<file path="config.mk">
export PLATFORM = sky130hd
export DESIGN_NAME = keypad_emulator
export DESIGN_NICKNAME = d
export VERILOG_FILES = /design/src/rtl/keypad_emulator.sv
export SDC_FILE = /design/constraint.sdc
export NUM_CORES = 1
export LEC_CHECK = 0
export ABC_AREA = 1
export BUFFER_PORTS_ARGS = -buffer_cell sky130_fd_sc_hd__buf_2
export CORE_MARGIN = 2
export CORE_UTILIZATION = 60
export CTS_CLUSTER_DIAMETER = 30
export DETAILED_ROUTE_END_ITERATION = 10
export MAX_ROUTING_LAYER = met4
export PLACE_DENSITY_LB_ADDON = 0.1
export SYNTH_ARGS = -nofsm -noshare
export SYNTH_HDL_FRONTEND = slang
export SYNTH_SLANG_ARGS = --single-unit
</file>
<file path="constraint.sdc">
create_clock -name sys_clk -period 3.1 [get_ports sys_clk]
set_input_delay 0.775 -clock sys_clk [delete_from_list [all_inputs] [get_ports sys_clk]]
set_output_delay 0.775 -clock sys_clk [all_outputs]
set_load 0.01 [all_outputs]
</file>
<file path="src/rtl/keypad_emulator.sv">
// Row-side emulation of a 4x4 matrix keypad: answers the scanner's column drive
// with a commanded key closure, hold time and optional LFSR-driven contact bounce.
module keypad_emulator #(
    parameter int unsigned TICK_DIV  = 50000,
    parameter int unsigned BOUNCE_EN = 1,
    parameter int unsigned BOUNCE_MS = 4,
    parameter int unsigned GAP_MS    = 30
) (
    input  logic        sys_clk,
    input  logic        rst_n,
    input  logic        cmd_valid,
    output logic        cmd_ready,
    input  logic [3:0]  cmd_key,
    input  logic [15:0] cmd_hold_ms,
    input  logic [3:0]  col,
    output logic [3:0]  row,
    output logic        busy,
    output logic        done
);

    typedef enum logic [2:0] {
        S_IDLE,
        S_BOUNCE_IN,
        S_HOLD,
        S_BOUNCE_OUT,
        S_GAP
    } state_t;

    localparam int unsigned   PW         = $clog2(TICK_DIV);
    localparam logic [PW-1:0] PRESC_MAX  = PW'(TICK_DIV - 1);
    localparam logic [15:0]   BOUNCE_LIM = 16'(BOUNCE_MS);
    localparam logic [15:0]   GAP_LIM    = 16'(GAP_MS);

    state_t        state_q, state_d;
    logic [PW-1:0] presc_q, presc_d;
    logic [15:0]   ms_q, ms_d;
    logic [3:0]    key_q, key_d;
    logic [15:0]   hold_q, hold_d;
    logic [7:0]    lfsr_q, lfsr_d;
    logic [3:0]    row_q, row_d;

    logic        accept;
    logic        tick;
    logic        last;
    logic        contact;
    logic        bouncing;
    logic [15:0] limit;

    always_comb begin
        state_d  = state_q;
        presc_d  = presc_q + PW'(1);
        ms_d     = ms_q;
        key_d    = key_q;
        hold_d   = hold_q;
        lfsr_d   = lfsr_q;
        row_d    = 4'hF;
        contact  = 1'b0;
        limit    = 16'd1;
        done     = 1'b0;

        accept   = cmd_valid && (state_q == S_IDLE);
        tick     = (presc_q == PRESC_MAX);
        bouncing = (state_q == S_BOUNCE_IN) || (state_q == S_BOUNCE_OUT);

        case (state_q)
            S_BOUNCE_IN, S_BOUNCE_OUT: limit = BOUNCE_LIM;
            S_HOLD:                    limit = hold_q;
            S_GAP:                     limit = GAP_LIM;
            default:                   limit = 16'd1;
        endcase
        last = tick && (ms_q == limit - 16'd1);

        if (tick) begin
            presc_d = '0;
        end
        if (state_q != S_IDLE && tick) begin
            ms_d = last ? '0 : ms_q + 16'd1;
        end
        if (tick && bouncing) begin
            lfsr_d = {lfsr_q[6:0], lfsr_q[7] ^ lfsr_q[5] ^ lfsr_q[4] ^ lfsr_q[3]};
        end

        case (state_q)
            S_IDLE: begin
                if (accept) begin
                    presc_d = '0;
                    ms_d    = '0;
                    key_d   = cmd_key;
                    hold_d  = (cmd_hold_ms == 16'd0) ? 16'd1 : cmd_hold_ms;
                    state_d = (BOUNCE_EN != 0) ? S_BOUNCE_IN : S_HOLD;
                end
            end
            S_BOUNCE_IN: begin
                contact = lfsr_q[0];
                if (last) state_d = S_HOLD;
            end
            S_HOLD: begin
                contact = 1'b1;
                if (last) state_d = (BOUNCE_EN != 0) ? S_BOUNCE_OUT : S_GAP;
            end
            S_BOUNCE_OUT: begin
                contact = lfsr_q[0];
                if (last) state_d = S_GAP;
            end
            S_GAP: begin
                if (last) begin
                    done    = 1'b1;
                    state_d = S_IDLE;
                end
            end
            default: state_d = S_IDLE;
        endcase

        // Column index is key[1:0]; row index counts from the bottom: r = 3 - key[3:2].
        if (contact && !col[key_q[1:0]]) begin
            row_d = ~(4'b0001 << (2'd3 - key_q[3:2]));
        end
    end

    always_ff @(posedge sys_clk or negedge rst_n) begin
        if (!rst_n) begin
            state_q <= S_IDLE;
            presc_q <= '0;
            ms_q    <= '0;
            key_q   <= '0;
            hold_q  <= 16'd1;
            lfsr_q  <= 8'hA5;
            row_q   <= 4'hF;
        end else begin
            state_q <= state_d;
            presc_q <= presc_d;
            ms_q    <= ms_d;
            key_q   <= key_d;
            hold_q  <= hold_d;
            lfsr_q  <= lfsr_d;
            row_q   <= row_d;
        end
    end

    assign cmd_ready = (state_q == S_IDLE);
    assign busy      = (state_q != S_IDLE);
    assign row       = row_q;

endmodule

</file>
# Word-level counts from Yosys, hierarchy flattened
# Index checks and enable logic that the tools add are counted.
# word_totals
ff_bits	67
in_bits	27
wordCells	62
# classes
n_addsub	4
magnitude_cmp	1
n_eq_ne	11
shift	1
muxes	21
bitwise_logic	4
reduce_logical	13
# op_table
cell	count
2-to-1 mux 16 bit	8
one-hot mux 16 bit (3 select lines)	1
adder 16 x 1 -> 16 bit, second input constant	2
equality test 16 bit	1
equality test 16 bit, second input constant	1
logical NOT 16 bit	1
subtractor 16 x 1 -> 16 bit, second input constant	1
2-to-1 mux 3 bit	5
one-hot mux 3 bit (5 select lines)	1
!= test 2 bit, second input constant	4
equality test 3 x 2 -> 1 bit, second input constant	2
logical AND 1 bit	5
AND reduction 5 bit	1
2-to-1 mux 4 bit	1
inverter 4 bit	1
left shift 1 x 2 -> 4 bit, first input constant	1
equality test 3 x 1 -> 1 bit, second input constant	1
equality test 3 bit, second input constant	1
logical NOT 3 bit	1
< comparator 2 x 3 -> 1 bit, second input constant	1
2-to-1 mux 1 bit	3
nonzero test 3 bit	1
XOR 1 bit	3
binary-select mux 1 bit (select 2 bit)	1
7 further kinds	7

# Logic depth before layout (Yosys ltp)
# Gate-level depths: netlist of the first run.
# depth
depth_word	10
ltp_mapped	21
depth_no_buf	21

# Least setup slack after synthesis of the first run
# OpenSTA, ideal clock, no wires.
# synth_path
kind	register to output
start	reg state_q[0]
end	out done
arrival_ns	2.285
t_required_ns	2.325
slack_ns	0.040
path_stages_with_launch	18
path_buffers	1
path_cell_list	dfrtp_1 nor2_2 nand2_2 buf_6 nand3_2 nand2_2 inv_2 ha_1 nand3_1 nor2_4 nand3_2 nor2_1 nand2_1 nand2_1 inv_2 nor2_2 nand3_2 nor2_1
# synth_between
elab_chain_cells	8
word_cells_on_any_way	11
# synth_lines
item	line_no	text
start, declared	34	state_t state_q, state_d;
start signal, assigned	130	state_q <= state_d;
equality test 3 x 1 -> 1 bit or equality test 3 x 2 -> 1 bit (tied branches)	65	case (state_q)
OR reduction 2 bit (no source line)	--	
one-hot mux 16 bit (3 select lines)	65	
subtractor 16 x 1 -> 16 bit	71	last = tick && (ms_q == limit - 16'd1);
equality test 16 bit	71	
logical AND 1 bit	71	
2-to-1 mux 1 bit	106	if (last) begin
2-to-1 mux 1 bit *	83	case (state_q)
end, declared	18	output logic done
# Mark *: on every way between the ends. The rest lies on a longest branch, timed or not.

# Final worst setup path of the first run
# layout_path
start	reg state_q[2]
end	out done
# Same word-level chain as after synthesis.

==> summary.txt, run 1 <==
OUTCOME
--------------------------------------------------------------------------------------------------
Status                                                                                finished with violations
Violated checks                                                                       setup timing

SYNTHESIS
--------------------------------------------------------------------------------------------------
Adder-cell share of the synthesized area                                                   0.00896
Sequential area share after synthesis                                                        0.403
Number of enable flip-flop cells after synthesis                                                 0
Number of synthesized register bits                                                             67
Most numerous cell in the Yosys netlist                                               sky130_fd_sc_hd__nand2_1
Share of the synthesized area in the top cell type                                           0.346
Main combinational cell family by area after synthesis                                simple AND/OR/NAND/NOR gates
Dominant cells by area after synthesis                                                sky130_fd_sc_hd__dfrtp_1, sky130_fd_sc_hd__nand2_1, sky130_fd_sc_hd__inv_1
Synthesized area per cell                                                                7.19 um^2
Flip-flop cell with the highest count after synthesis                                 sky130_fd_sc_hd__dfrtp_1
Simple-gate share of the synthesized area                                                    0.404
Cells after synthesis                                                                          583
Biggest area consumer among synthesized cells                                         sky130_fd_sc_hd__dfrtp_1
Compound-cell area share of the yosys netlist                                               0.0439
XOR/XNOR Fraction of Synth Area                                                             0.0585
Share of flip-flops with an asynchronous set or reset after synthesis                         1.00
Mux cell area share after synthesis                                                        0.00239
Most frequent cells after synthesis                                                   sky130_fd_sc_hd__nand2_1, sky130_fd_sc_hd__inv_1, sky130_fd_sc_hd__nor2_1, sky130_fd_sc_hd__dfrtp_1, sky130_fd_sc_hd__nand3_1
Syn_nets                                                                                       613
Netlist Area Pre-Place                                                                   4190 um^2
Yosys synthesis warning count                                                                    0
Number of distinct library cell variants in the gate-level netlist after synthesis              33

CLOCKING
--------------------------------------------------------------------------------------------------
Later-pin clock latency in the skew report                                                 0.36 ns
Num CTS Buffers                                                                                  9
# H-tree levels                                                                                  3
Clock tree from TritonCTS                                                                      yes
Max Root-Sink Buffers                                                                            2
Clock transition time at the flip-flop clock pins of the worst setup and hold paths        0.08 ns
Cell at the root of the clock tree                                                    sky130_fd_sc_hd__clkbuf_8
Sink count of the clock tree                                                                    67

TIMING
--------------------------------------------------------------------------------------------------
Worst slew pin tran                                                                       0.530 ns
Worst hold slack after final layout                                                       0.438 ns
Setup repair after global routing missed its margin                                            yes
Final TNS setup                                                                          -0.227 ns
Final Max Slew Viols                                                                             0
Period minus WS final                                                                      3.33 ns
Final worst-path cycle share                                                                  1.07
Hold Fails Final Rpt                                                                             0
Final setup vio count                                                                            1
Layout Skew                                                                              0.0135 ns
Peak clock frequency supported by timing                                                 0.301 GHz
Headroom to the max-slew limit                                                               0.643
Post-layout worst setup margin                                                           -0.227 ns

WORST SETUP PATH
--------------------------------------------------------------------------------------------------
Critical Path Fanout Max                                                                         7
Setup Crit Path Kind                                                                  register to primary output
Type of element launching the critical path                                               register
Nature of the critical path endpoint                                                  primary output
Critical path required time                                                                2.32 ns
Data arrival at the endpoint of the critical path                                          2.55 ns

ROUTE
--------------------------------------------------------------------------------------------------
DR vias                                                                                      3,923
First-pass DRT Iterations                                                                        5
DR DRC count                                                                                     0
Routed WL per cell                                                                         13.8 um
Detailed Route Iter0 Violations                                                                281
Remaining antenna violation count                                                                0
Post-Route WL                                                                            10,300 um
Via density per instance                                                                      5.24

GLOBAL ROUTING
--------------------------------------------------------------------------------------------------
Maximum number of pins on one net before global-route repair                                    37
GRT Resource Usage Total                                                                     0.308
Global-route wire length before repair                                                   17,700 um
Grt total ovfl                                                                                   0
Via count of the first global-routing pass                                                   3,816
Initial antenna violation count                                                                  0
Met3 demand-to-capacity share in global routing                                             0.0726
Highest-utilization routing layer at the global route stage                                   met2
Global routing usage on met2                                                                 0.472
Global-route track usage on met1                                                             0.397

MIN PATH
--------------------------------------------------------------------------------------------------
Worst hold path type                                                                  primary input to asynchronous set/reset pin

POWER AND IR DROP
--------------------------------------------------------------------------------------------------
Power per standard cell area                                                           897 nW/um^2
Largest vdd supply drop                                                                   0.557 mV
P_leak                                                                                     2.47 nW

LAYOUT
--------------------------------------------------------------------------------------------------
Area grow syn2layout                                                                         17.4%
Antenna diode count                                                                              0
Total number of nets in the final design                                                       677
Share of layout cells above drive strength 1                                                 0.215
Utilization after layout                                                                     0.724
Cell area after layout                                                                   4920 um^2
Final-layout fill cell count                                                                   532

PLACE
--------------------------------------------------------------------------------------------------
Gpl congestion                                                                                1.01
Dpl hpwl                                                                                   7800 um
Post-place setup slack                                                                  -0.0523 ns
Quantity of I/O buffers inserted on ports                                                       33
Post-Place Cell Area                                                                     4550 um^2

FLOW RUN
--------------------------------------------------------------------------------------------------
MaxCap Viol Count                                                                                0

FLOORPLAN
--------------------------------------------------------------------------------------------------
Io pins                                                                                         34
Total die area                                                                           7670 um^2
Site row count                                                                                  30
Height of the die                                                                          87.6 um
Die width                                                                                  87.6 um
Initial core utilization                                                                     0.617
Core Footprint                                                                           6790 um^2

[flip-flops by register name, indices dropped and copies added, names as in the netlist]
signal	cells
lfsr_q	8
ms_q	16
row	4
key_q	4
presc_q	16
state_q	3
hold_q	16
[layout make-up]
| type | count | area [um^2] | share of cell area |
|---|---|---|---|
| clock inverter | 5 | 61.3 | 0.0125 |
| timing repair buffer | 62 | 390 | 0.0793 |
| tap | 96 | 120 | 0.0244 |
| sequential | 67 | 1690 | 0.344 |
| multi-input combinational | 434 | 2240 | 0.456 |
| inverter | 73 | 274 | 0.0557 |
| clock buffer | 11 | 141 | 0.0287 |
[layer usage]
layer | vias to the layer above | wire (um)
li1 | 1964 | -
met1 | 1806 | 4550
met2 | 122 | 4910
met3 | 31 | 520
met4 | 0 | 350
met5 | - | 0
[logic make-up (layout without fill, tap and decap cells)]
logic type	count (synthesis)	count (layout)
simple gates	370	370
buf+inv	82	151
xor+xnor	28	28
compound gates	32	32
mux	1	1
fa+ha+maj	3	3
flops	67	67
[through the flow]
stage / total power [W] / cells
final: 0.00441 / 748
after CTS: 0.00430 / 745
after floorplan: 0.00282 / 583
after detailed placement: 0.00336 / 720
after global routing: 0.00478 / 748
after global placement: 0.00330 / 720
[cells in the final DEF (no fill, tap or decap), types with 2 or more instances in the layout]
| master | count |
|---|---|
| sky130_fd_sc_hd__nand2_1 | 196 |
| sky130_fd_sc_hd__inv_1 | 67 |
| sky130_fd_sc_hd__nor2_1 | 57 |
| sky130_fd_sc_hd__dfrtp_1 | 55 |
| sky130_fd_sc_hd__buf_2 | 33 |
| sky130_fd_sc_hd__nand3_1 | 32 |
| sky130_fd_sc_hd__buf_4 | 27 |
| sky130_fd_sc_hd__xor2_1 | 21 |
| sky130_fd_sc_hd__nor2_2 | 19 |
| sky130_fd_sc_hd__o21ai_0 | 17 |
| sky130_fd_sc_hd__nand4_1 | 16 |
| sky130_fd_sc_hd__clkbuf_8 | 10 |
| sky130_fd_sc_hd__nor3_1 | 9 |
| sky130_fd_sc_hd__nor3b_1 | 9 |
| sky130_fd_sc_hd__dfstp_2 | 9 |
| sky130_fd_sc_hd__nor2_4 | 7 |
| sky130_fd_sc_hd__nand2_2 | 7 |
| sky130_fd_sc_hd__nand3_2 | 7 |
| sky130_fd_sc_hd__a21oi_1 | 7 |
| sky130_fd_sc_hd__xnor2_1 | 7 |
| sky130_fd_sc_hd__inv_2 | 5 |
| sky130_fd_sc_hd__nor4_1 | 5 |
| sky130_fd_sc_hd__nand3_4 | 3 |
| sky130_fd_sc_hd__o211ai_1 | 3 |
| sky130_fd_sc_hd__dfrtp_2 | 3 |
| sky130_fd_sc_hd__nand3b_1 | 2 |
| sky130_fd_sc_hd__o21bai_1 | 2 |
| sky130_fd_sc_hd__ha_1 | 2 |
| sky130_fd_sc_hd__clkinv_4 | 2 |
| sky130_fd_sc_hd__buf_6 | 2 |
[power breakdown]
part | total, W | internal (W) | switching (W)
Sequential | 0.00121 | 0.00107 | 0.000147
Clock | 0.000753 | 0.000398 | 0.000355
Combinational | 0.00245 | 0.000926 | 0.00152
Total | 0.00441 | 0.00239 | 0.00202
[final timing paths]
check | slack [ns] | cells after the start | to | from
max reg2reg | 0.38 | 19 | ms_q[12] | state_q[2]
min | 0.44 | 2 | hold_q[7] | rst_n
min reg2reg | 0.44 | 1 | row[2] | key_q[2]
min in group sys_clk | 0.44 | 1 | row[2] | key_q[2]
max in group asynchronous | 2.28 | 2 | state_q[2] | rst_n
max | -0.23 | 17 | done | state_q[2]
[critical path: stages (launching register included)]
cell and delay, ns:
sky130_fd_sc_hd__dfrtp_2 0.45, sky130_fd_sc_hd__nor2_4 0.14, sky130_fd_sc_hd__nand2_2 0.10, sky130_fd_sc_hd__nand3_2 0.09
sky130_fd_sc_hd__nand2_2 0.06, sky130_fd_sc_hd__inv_2 0.08, sky130_fd_sc_hd__ha_4 0.15, sky130_fd_sc_hd__nand3_2 0.09
sky130_fd_sc_hd__nor2_4 0.18, sky130_fd_sc_hd__nand3_4 0.12, sky130_fd_sc_hd__nor2_2 0.10, sky130_fd_sc_hd__nand2_1 0.07
sky130_fd_sc_hd__nand2_2 0.08, sky130_fd_sc_hd__inv_2 0.04, sky130_fd_sc_hd__nor2_2 0.10, sky130_fd_sc_hd__nand3_2 0.11
sky130_fd_sc_hd__nor2_2 0.11, sky130_fd_sc_hd__buf_2 0.14
[repair_timing]
action | 4_1_cts | 5_1_grt
resized for setup | 13 | 7
pin swaps | 4 | 4
hold buffers | 0 | 0
setup endpoints to repair | 1 | 1
setup buffers | 9 | 3
No activity file was read; power rests on OpenSTA's default activity.
==> run 2: changes to the inputs <==
ABC_AREA = 0   (was 1)
CTS_CLUSTER_DIAMETER = 200   (was 30)
==> run 2 against run 1 <==
  * The run still ends with setup timing left
  * Non-clock buffer count rose by 59
  * Total power fell by 62%
  * Final area rose by 11%
  * Via count rose by 7.7%
  * Clock skew fell by 0.0015 ns
  * Critical path type unchanged
  * Largest power group is now sequential cells
==> summary.txt, run 2 <==
WORST SETUP PATH
--------------------------------------------------------------------------------------------------
Setup Crit Path Kind                                                                  register to primary output
Critical Path Max Stage Delay                                                              0.57 ns   +0.12 ns
Dominant cell type by count on the critical path                                      sky130_fd_sc_hd__buf_4
Cell family with most CP delay                                                        simple AND/OR/NAND/NOR gates
Nature of the critical path endpoint                                                  primary output
Data arrival at the endpoint of the critical path                                          3.23 ns   +0.68 ns
Critical path required time                                                                2.32 ns   about the same
Slowest library cell on the worst path                                                sky130_fd_sc_hd__or4_4
Cell breakdown of the critical path                                                   buf_4 > nor4_2 > buf_4 > o2111ai_4 > nand4_1 > o2111ai_2 > or4_4 > nor4_4 > nand2_1 > nor2_2 > buf_2
WP buf/inv                                                                                       3   unchanged
Type of element launching the critical path                                               register
Critical Path Fanout Max                                                                         6   -1

TIMING
--------------------------------------------------------------------------------------------------
Final TNS setup                                                                          -12.64 ns   -12.42 ns
Post-layout worst setup margin                                                           -0.908 ns   -0.681 ns
Worst hold slack after final layout                                                       0.425 ns   -0.0139 ns
Peak clock frequency supported by timing                                                 0.249 GHz   -17%
Layout Skew                                                                              0.0121 ns   -0.00146 ns
Hold Fails Final Rpt                                                                             0   unchanged
Setup repair after global routing missed its margin                                            yes
Final setup vio count                                                                           20   +19
Worst slew pin tran                                                                       0.647 ns   +0.117 ns
Final Max Slew Viols                                                                             0   unchanged
Period minus WS final                                                                      4.01 ns   +0.681 ns
Headroom to the max-slew limit                                                               0.567   -0.0765
Final worst-path cycle share                                                                  1.29   +0.220

SYNTHESIS
--------------------------------------------------------------------------------------------------
Yosys synthesis warning count                                                                    0   unchanged
Number of synthesized register bits                                                             67   unchanged
Most numerous cell in the Yosys netlist                                               sky130_fd_sc_hd__nand2_1
Number of enable flip-flop cells after synthesis                                                 0   unchanged
Sequential area share after synthesis                                                        0.407   +0.00401
Dominant cells by area after synthesis                                                sky130_fd_sc_hd__dfrtp_1, sky130_fd_sc_hd__nand2_1, sky130_fd_sc_hd__dfstp_2
Cells after synthesis                                                                          484   -17%
Share of the synthesized area in the top cell type                                           0.350   +0.00344
Syn_nets                                                                                       514   -16%
Number of distinct library cell variants in the gate-level netlist after synthesis              59   +79%
Netlist Area Pre-Place                                                                   4150 um^2   -0.99%
Biggest area consumer among synthesized cells                                         sky130_fd_sc_hd__dfrtp_1
Share of flip-flops with an asynchronous set or reset after synthesis                         1.00   unchanged
Most frequent cells after synthesis                                                   sky130_fd_sc_hd__nand2_1, sky130_fd_sc_hd__dfrtp_1, sky130_fd_sc_hd__nor2_1, sky130_fd_sc_hd__nor3_1, sky130_fd_sc_hd__nand3_1
Flip-flop cell with the highest count after synthesis                                 sky130_fd_sc_hd__dfrtp_1
Synthesized area per cell                                                                8.57 um^2   +19%

FLOORPLAN
--------------------------------------------------------------------------------------------------
Die width                                                                                  87.2 um   -0.47%
Initial core utilization                                                                     0.614   -0.00268
Io pins                                                                                         34   unchanged
Core Footprint                                                                           6760 um^2   -0.55%
Site row count                                                                                  30   unchanged
Total die area                                                                           7600 um^2   -0.93%
Height of the die                                                                          87.2 um   -0.47%

CLOCKING
--------------------------------------------------------------------------------------------------
Quantity of hold-fixing buffers added after cts                                                  0   unchanged
Later-pin clock latency in the skew report                                                 0.34 ns   -0.02 ns
Sink count of the clock tree                                                                    67   unchanged
Clock transition time at the flip-flop clock pins of the worst setup and hold paths        0.08 ns   about the same
Num CTS Buffers                                                                                  9   unchanged
Cell at the root of the clock tree                                                    sky130_fd_sc_hd__clkbuf_8
# H-tree levels                                                                                  3   unchanged
Clock tree from TritonCTS                                                                      yes
Max Root-Sink Buffers                                                                            2   unchanged

POWER AND IR DROP
--------------------------------------------------------------------------------------------------
P_leak                                                                                     2.47 nW   +0.17%
Largest vdd supply drop                                                                   0.401 mV   -28%
Power per standard cell area                                                           302 nW/um^2   -66%
Total Power                                                                              0.00166 W   -62%

MIN PATH
--------------------------------------------------------------------------------------------------
Worst hold path type                                                                  primary input to asynchronous set/reset pin

OUTCOME
--------------------------------------------------------------------------------------------------
Violated checks                                                                       setup timing
Status                                                                                finished with violations

ROUTE
--------------------------------------------------------------------------------------------------
DR DRC count                                                                                     0   unchanged
Remaining antenna violation count                                                                0   unchanged
First-pass DRT Iterations                                                                        6   +1
Detailed Route Iter0 Violations                                                                343   +22%
Routed WL per cell                                                                         18.0 um   +31%
DR vias                                                                                      4,227   +7.7%
Via density per instance                                                                      6.25   +19%
Post-Route WL                                                                            12,200 um   +18%

LAYOUT
--------------------------------------------------------------------------------------------------
Total number of nets in the final design                                                       621   -8.3%
Area grow syn2layout                                                                         32.2%
Utilization after layout                                                                     0.812   +0.0875
Share of layout cells above drive strength 1                                                 0.347   +0.133
Registers with the most flip-flops                                                    hold_q (16), ms_q (16), presc_q (16)
Most frequent cells in the layout                                                     sky130_fd_sc_hd__nand2_1, sky130_fd_sc_hd__buf_4, sky130_fd_sc_hd__dfrtp_1
Final-layout fill cell count                                                                   436   -18%
Most common cell after layout, fill and taps aside                                    sky130_fd_sc_hd__nand2_1
Antenna diode count                                                                              0   unchanged

FLOW RUN
--------------------------------------------------------------------------------------------------
MaxCap Viol Count                                                                                0   unchanged

GLOBAL ROUTING
--------------------------------------------------------------------------------------------------
Grt total ovfl                                                                                   0   unchanged
GRT Resource Usage Total                                                                     0.334   +0.0256
Initial antenna violation count                                                                  0   unchanged
Via count of the first global-routing pass                                                   4,075   +6.8%
Maximum number of pins on one net before global-route repair                                    68   +84%
Global-route wire length before repair                                                   19,100 um   +8.2%

PLACE
--------------------------------------------------------------------------------------------------
Quantity of I/O buffers inserted on ports                                                       33   unchanged
Dpl hpwl                                                                                   8410 um   +7.9%
Gpl congestion                                                                               0.966   -4.6%

## run 2: cell count changes after synthesis, moves of 10 or more
cell and delta:
sky130_fd_sc_hd__nor3_1 +20, sky130_fd_sc_hd__nand2_1 -108, sky130_fd_sc_hd__and3_1 +13, sky130_fd_sc_hd__nor2_1 -28, sky130_fd_sc_hd__nor2_2 -18, sky130_fd_sc_hd__clkbuf_1 +15
sky130_fd_sc_hd__mux2_2 +10, sky130_fd_sc_hd__inv_1 -59, sky130_fd_sc_hd__xnor2_1 +14
## run 2: cells by family (layout without fill, tap and decap cells)
kind of cell / after synthesis / in the layout / synth area share
multiplexers: 12 / 12 / 0.0350
adder cells (fa/ha/maj): 3 / 3 / 0.00905
buffers and inverters: 33 / 145 / 0.0317
XOR/XNOR: 38 / 38 / 0.0802
AO/OA/AOI/OAI: 70 / 70 / 0.115
flip-flops: 67 / 67 / 0.407
AND/OR/NAND/NOR: 261 / 261 / 0.322
## run 2: timing repair
action	CTS	global route
setup endpoints to repair	20	20
buffers inserted	4	10
pin swaps	9	7
gates resized for setup	19	22
## run 2: layout make-up
type,count,area [um^2],area share
Inverter,8,30.0,0.00547
Clock buffer,9,124,0.0226
Timing Repair Buffer,121,881,0.161
Multi-Input combinational cell,384,2580,0.470
Clock inverter,7,77.6,0.0141
Tap cell,80,100,0.0182
Sequential cell,67,1690,0.309
## run 2: final timing paths
kind	startpoint	end	slack, ns	depth (start not counted)
worst max-delay path	hold_q[3]	done	-0.91	11
worst min-delay path	rst_n	ms_q[10]	0.42	2
worst max register to register	hold_q[4]	ms_q[3]	-0.70	11
worst min register to register	presc_q[0]	presc_q[0]	0.47	1
max in group asynchronous	rst_n	lfsr_q[5]	2.32	2
min in group sys_clk	presc_q[0]	presc_q[0]	0.47	1
## run 2: where the power goes
part           internal [W]  switching [W]
Sequential         0.000874              0
Combinational     0.0000163      0.0000255
Clock              0.000375       0.000365
## run 2: layer usage
metal,vias up,global-route usage,part of all wire
met5,-,-,0
met3,47,0.0436,0.074
met2,209,0.553,0.50
met4,0,0.140,0.031
met1,2011,0.414,0.40
li1,1960,-,-
## run 2: through the flow
step           cells  cell area, um^2  setup WS (ns)
4_1_cts          666             5330         -0.915
2_1_floorplan    484             4260         -0.556
3_5_place_dp     647             5010         -0.622
3_3_place_gp     647             5010         -0.596
6_report         676             5490         -0.908
5_1_grt          676             5490          -1.02
